===== src/rtl/cpu_ctrl_pkg.sv =====
// Shared definitions for the single-step / run CPU controller.
package cpu_ctrl_pkg;

    typedef enum logic [1:0] {
        ST_HALT = 2'd0,
        ST_RUN  = 2'd1,
        ST_STEP = 2'd2
    } cpu_state_e;

    localparam int DEBOUNCE_CYCLES_DEF = 1_000_000;

endpackage


===== src/rtl/btn_debounce.sv =====
// Push-button conditioner: 2-flop synchronizer, stability-count debounce and
// a one-cycle press pulse on the debounced rising edge.
module btn_debounce
    import cpu_ctrl_pkg::*;
#(
    parameter int DEBOUNCE_CYCLES = DEBOUNCE_CYCLES_DEF
) (
    input  logic SYS_clk,
    input  logic SYS_reset,
    input  logic btn,
    output logic level,
    output logic press
);

    localparam int CW = $clog2(DEBOUNCE_CYCLES + 1);
    localparam logic [CW-1:0] CNT_LAST = CW'(DEBOUNCE_CYCLES - 1);

    logic          sync1, sync2;
    logic [CW-1:0] stable_cnt;

    // The level flips on the DEBOUNCE_CYCLES-th consecutive mismatching cycle;
    // press is raised in the same update so it lines up with the new level.
    always_ff @(posedge SYS_clk or posedge SYS_reset) begin
        if (SYS_reset) begin
            sync1      <= 1'b0;
            sync2      <= 1'b0;
            level      <= 1'b0;
            press      <= 1'b0;
            stable_cnt <= '0;
        end else begin
            sync1 <= btn;
            sync2 <= sync1;
            press <= 1'b0;
            if (sync2 != level) begin
                if (stable_cnt == CNT_LAST) begin
                    level      <= sync2;
                    press      <= sync2;
                    stable_cnt <= '0;
                end else begin
                    stable_cnt <= stable_cnt + CW'(1);
                end
            end else begin
                stable_cnt <= '0;
            end
        end
    end

endmodule


===== src/rtl/cpu_step_ctrl.sv =====
// CPU clock-enable controller: HALT / RUN / STEP modes driven by debounced
// buttons, divided_clk ticks and a CPU halt request.
module cpu_step_ctrl
    import cpu_ctrl_pkg::*;
#(
    parameter int DEBOUNCE_CYCLES = DEBOUNCE_CYCLES_DEF,
    parameter int CNT_W           = 16
) (
    input  logic             SYS_clk,
    input  logic             SYS_reset,
    input  logic             divided_clk,
    input  logic             btn_step,
    input  logic             btn_mode,
    input  logic             halt_req,
    output logic             cpu_en,
    output logic             run_mode,
    output logic [CNT_W-1:0] step_count
);

    logic       div_s1, div_s2, div_s3;
    logic       tick;
    logic       step_level, step_press;
    logic       mode_level, mode_press;
    cpu_state_e state, state_nxt;
    logic       cpu_en_nxt;

    btn_debounce #(.DEBOUNCE_CYCLES(DEBOUNCE_CYCLES)) u_step_db (
        .SYS_clk   (SYS_clk),
        .SYS_reset (SYS_reset),
        .btn       (btn_step),
        .level     (step_level),
        .press     (step_press)
    );

    btn_debounce #(.DEBOUNCE_CYCLES(DEBOUNCE_CYCLES)) u_mode_db (
        .SYS_clk   (SYS_clk),
        .SYS_reset (SYS_reset),
        .btn       (btn_mode),
        .level     (mode_level),
        .press     (mode_press)
    );

    // div_s3 only remembers the previous synchronized sample for edge detect.
    always_ff @(posedge SYS_clk or posedge SYS_reset) begin
        if (SYS_reset) begin
            div_s1 <= 1'b0;
            div_s2 <= 1'b0;
            div_s3 <= 1'b0;
        end else begin
            div_s1 <= divided_clk;
            div_s2 <= div_s1;
            div_s3 <= div_s2;
        end
    end

    assign tick = div_s2 & ~div_s3;

    always_comb begin
        state_nxt  = state;
        cpu_en_nxt = 1'b0;
        case (state)
            ST_HALT: begin
                if (mode_press) begin
                    state_nxt = ST_RUN;
                end else if (step_press) begin
                    state_nxt  = ST_STEP;
                    cpu_en_nxt = 1'b1;
                end
            end
            ST_RUN: begin
                // Stop requests beat a coincident tick.
                if (halt_req || mode_press) begin
                    state_nxt = ST_HALT;
                end else if (tick) begin
                    cpu_en_nxt = 1'b1;
                end
            end
            ST_STEP: state_nxt = ST_HALT;
            default: state_nxt = ST_HALT;
        endcase
    end

    always_ff @(posedge SYS_clk or posedge SYS_reset) begin
        if (SYS_reset) begin
            state      <= ST_HALT;
            cpu_en     <= 1'b0;
            run_mode   <= 1'b0;
            step_count <= '0;
        end else begin
            state    <= state_nxt;
            cpu_en   <= cpu_en_nxt;
            run_mode <= (state_nxt == ST_RUN);
            if (cpu_en)
                step_count <= step_count + CNT_W'(1);
        end
    end

endmodule


===== config.mk =====
export PLATFORM = sky130hd
export DESIGN_NAME = cpu_step_ctrl
export DESIGN_NICKNAME = d
export VERILOG_FILES = /design/src/rtl/cpu_ctrl_pkg.sv /design/src/rtl/btn_debounce.sv /design/src/rtl/cpu_step_ctrl.sv
export SDC_FILE = /design/constraint.sdc
export NUM_CORES = 1
export LEC_CHECK = 0
export CAP_MARGIN = 20
export CELL_PAD_IN_SITES_DETAIL_PLACEMENT = 0
export CELL_PAD_IN_SITES_GLOBAL_PLACEMENT = 2
export CORE_MARGIN = 4
export CORE_UTILIZATION = 42
export DETAILED_ROUTE_END_ITERATION = 10
export PLACE_DENSITY = 0.92
export SLEW_MARGIN = 5
export SYNTH_ARGS = -nofsm -noshare
export SYNTH_HDL_FRONTEND = slang
export SYNTH_HIERARCHICAL = 1
export SYNTH_SLANG_ARGS = --single-unit

===== constraint.sdc =====
create_clock -name SYS_clk -period 3.36 [get_ports SYS_clk]
set_clock_uncertainty 0.15 [all_clocks]
set_input_delay 0.672 -clock SYS_clk [delete_from_list [all_inputs] [get_ports SYS_clk]]
set_output_delay 0.672 -clock SYS_clk [all_outputs]
set_load 0.01 [all_outputs]

==> summary.log <==
qor: synth.synth.lib_cells_used.distinct 35
qor: pwr.power.share.sequential 54.1%
qor: floorplanning.coreArea 0.00769 sq mm
qor: floorplanning.floorplan_die_area 0.00932 sq mm
qor: pwr.comb_power_share 2.9%
qor: sta.final-setup-viol-count 0
qor: setup_path.cpMaxStageDelayCell sky130_fd_sc_hd__o41ai_4
qor: pwr.power.total 1.62 mW
qor: cells_and_area.post_route_cells_drive_above_1_share 11.9%
qor: clock_network.numCtsBuffers 9
qor: placement.port-buffer-count 23
qor: detailed_routing.drt.antenna.violating_nets 0
qor: grt.total_routing_usage_reported_by_global_routing 15.1%
qor: detailed_routing.via_per_inst 5.22
qor: clock_network.cts_num_sinks 71
qor: synth.synth_commonest_cells sky130_fd_sc_hd__dfrtp_1 (71), sky130_fd_sc_hd__nor2_1 (38), sky130_fd_sc_hd__xnor2_1 (25)
qor: detailed_routing.drtPass1Iterations 4
qor: setup_path.setup.worst_path.end_class flip-flop
qor: floorplanning.die_h 96.6 microns
qor: clock_network.cts_tree done
qor: clock_network.cell_at_the_root_of_the_clock_tree sky130_fd_sc_hd__clkbuf_8
qor: sta.maxSlewHeadroom 31.0%
qor: pwr.power.static_leakage 1.62 nW
qor: synth.async_reset_ff_share 100%
qor: pwr.swShare 22.9%
qor: cells_and_area.flow.area_growth_from_synthesis 16.6%
qor: sta.number_of_max_slew_violations_in_the_final_report 0
qor: cells_and_area.nFillCells 734
qor: sta.final.min_clock_period 2270 ps
qor: detailed_routing.vias 2,245
qor: placement.place.detailed.hpwl 4.27 mm
qor: pwr.vdd_ir_drop_max 0.261 mV
qor: clock_network.cts_hold_repair.buffers 0
qor: clock_network.clk_transition_reported_paths 80 ps
qor: sta.max_slew.worst_pin.slew 1030 ps
qor: synth.post_synth_instance_area 0.00329 sq mm
qor: synth.post_synth.cell_area_avg 11.3 sq um
qor: cells_and_area.register_area 0.00178 sq mm
qor: synth.synth_fp_nets 300
qor: synth.ys_ff_latch 71
qor: cells_and_area.postLayoutCellArea 0.00384 sq mm
qor: floorplanning.ioPinCount 24
qor: detailed_routing.routed_wirelength 6.16 mm
qor: sta.max_freq 441 MHz
qor: grt.grt_use_met1 20.1%
qor: grt.grtUsageMet3 4.26%
qor: clock_network.htree_levels 3
qor: setup_path.critPathTopFamily compound AO/OA/AOI/OAI gates
qor: setup_path.critical_path.cell_chain nor4_2 -> nand4_2 -> o41ai_4 -> nor2_1
qor: detailed_routing.initialDrtViolationCount 92
qor: cells_and_area.fin_util 50.0%
qor: setup_path.critical_path.n_buffers_inverters 0
qor: clock_network.max-clock-path-buffers 2
qor: grt.grt-busiest-layer met2
qor: status.run_status complete, no violations
qor: sta.post-route-period-util 67.5%
qor: hold_path.timing.hold.worst.class flip-flop to flip-flop
qor: grt.via_count_of_the_first_global_routing_pass 2,255
qor: pwr.net-switching-power 0.369 mW
qor: floorplanning.die-width 96.6 microns
qor: job.timing.max_cap.violations 0
qor: grt.aggregate_global_routing_overflow 0
qor: grt.antenna_violations_before_repair 0
qor: setup_path.worst-setup-path-type flip-flop to flip-flop
qor: synth.netlist_instances 291
qor: placement.place.gp.congestion 0.802
qor: detailed_routing.remaining_drc_errors 0
qor: sta.final_hold_violation_count 0
qor: cells_and_area.diodes 0
qor: setup_path.crit_required 3400 ps
qor: synth.synthDominantCellAreaShare 54.0%
qor: grt.grt_max_degree 25
qor: sta.grt_setup_unrepaired no
qor: synth.synth-edff-count 0
qor: pwr.p_per_area 421 mW/mm^2
qor: clock_network.post-cts-setup-buffers 0
qor: synth.netlist_top_cells_area sky130_fd_sc_hd__dfrtp_1 (54%), sky130_fd_sc_hd__xnor2_1 (6.6%), sky130_fd_sc_hd__xor2_1 (4.8%)
qor: setup_path.crit_path_start_kind flip-flop
qor: placement.cell_area_after_placement 0.00364 sq mm
qor: floorplanning.rows 32
qor: synth.seq_total_area_yosys 54.0%
qor: grt.grt_pass1_wl 10.7 mm
qor: synth.yosysWarnings 6
qor: grt.gr-usage-met2 23.4%
qor: cells_and_area.nets 332
qor: clock_network.worst_skew_pair.late_latency 350 ps
qor: clock_network.post_cts_resize_count 0
qor: synth.synthMostInstantiatedCell sky130_fd_sc_hd__dfrtp_1
qor: setup_path.worstPathArrival 2310 ps
qor: synth.synth.largest_area_cell sky130_fd_sc_hd__dfrtp_1
qor: cells_and_area.multiInputGateArea 0.00146 sq mm
qor: detailed_routing.wl_per_cell 14.3 microns
qor: setup_path.max_stage_delay 930 ps
qor: setup_path.crit_fanout 18
qor: synth.ys.flop_type sky130_fd_sc_hd__dfrtp_1
qor: pwr.cellInternalPower 1.25 mW
qor: pwr.clock_power_share 43.0%
qor: floorplanning.floorplan.initialDensity 42.8%
qor: sta.timing.setup.tns 0 ps
-- worst register-to-register path, cell delays in order (launching register included) --
cell	delay [ps]
sky130_fd_sc_hd__dfrtp_1	440
sky130_fd_sc_hd__nor4_2	290
sky130_fd_sc_hd__nand4_2	180
sky130_fd_sc_hd__o41ai_4	930
sky130_fd_sc_hd__nor2_1	130
-- path summary, 6_finish.rpt --
path	from	to	slack, ps	cells after the start
min reg2reg	u_step_db/sync1$_DFF_PP0_	u_step_db/sync2$_DFF_PP0_	200	0
max in group asynchronous	SYS_reset	u_step_db/stable_cnt[12]$_DFF_PP0_	1750	2
max reg2reg	u_mode_db/stable_cnt[10]$_DFF_PP0_	u_mode_db/stable_cnt[4]$_DFF_PP0_	1090	4
min	u_step_db/sync1$_DFF_PP0_	u_step_db/sync2$_DFF_PP0_	200	0
max	u_mode_db/stable_cnt[10]$_DFF_PP0_	u_mode_db/stable_cnt[4]$_DFF_PP0_	1090	4
min in group asynchronous	SYS_reset	cpu_en$_DFF_PP0_	740	2
-- layer usage --
layer	vias to the layer above	part of all wire, %	routed length [microns]
li1	1097	-	-
met1	1107	47	2890
met2	30	48	2950
met3	11	3.4	212
met4	0	1.8	112
met5	-	0	0
-- power groups by stage --
stage / Clock, mW / Combinational (mW) / Sequential [mW]
floorplan: 0 / 0.0325 / 0.888
global placement: 0 / 0.0489 / 0.890
detailed placement: 0 / 0.0494 / 0.890
CTS: 0.725 / 0.0496 / 0.873
global route: 0.762 / 0.0549 / 0.875
finish: 0.695 / 0.0474 / 0.874
-- registers in the layout, indices dropped and copies added, names as in the netlist, 2 cells and up --
name,flops
u_mode_db/stable_cnt,20
u_step_db/stable_cnt,20
state,2
step_count,16
-- metrics by stage --
stage / worst slack [ps] / hold WS [ps] / cells
floorplan: 1430 / 181 / 291
global placement: 1090 / 182 / 414
detailed placement: 1070 / 188 / 414
CTS: 1060 / 207 / 430
global route: 927 / 215 / 430
finish: 1090 / 204 / 430
-- area by class of cell --
type                       instances  share of cell area, %
sequential                        71                   46.3
multi-input combinational        208                   38.1
timing repair buffer              23                   5.99
clock buffer                      10                   3.58
tap                              102                   3.32
clock inverter                     6                   1.76
inverter                          10                  0.977
-- layout by cell type (no fill, tap or decap), drive strengths merged, types with 3 or more instances in the layout --
cell,n
clkdlybuf4s50,23
ha,3
a21oi,12
nand2,19
xnor2,25
dfrtp,71
nand4,11
xor2,18
nor2,38
or3,4
inv,12
nand3,19
and4,4
or4,8
o31ai,6
and3,6
clkbuf,10
nor3,9
mux2,3
nor4,6
-- logic make-up after synthesis --
family                   Yosys count  share of synthesized area, %
buffers and inverters             12                          1.60
multiplexers                       5                          1.86
AND/OR/NAND/NOR                  135                          24.8
adder cells (fa/ha/maj)            3                          1.14
XOR/XNOR                          43                          11.4
flip-flops                        71                          54.0
AO/OA/AOI/OAI                     22                          5.17
Power figures use the tool's default switching activity.
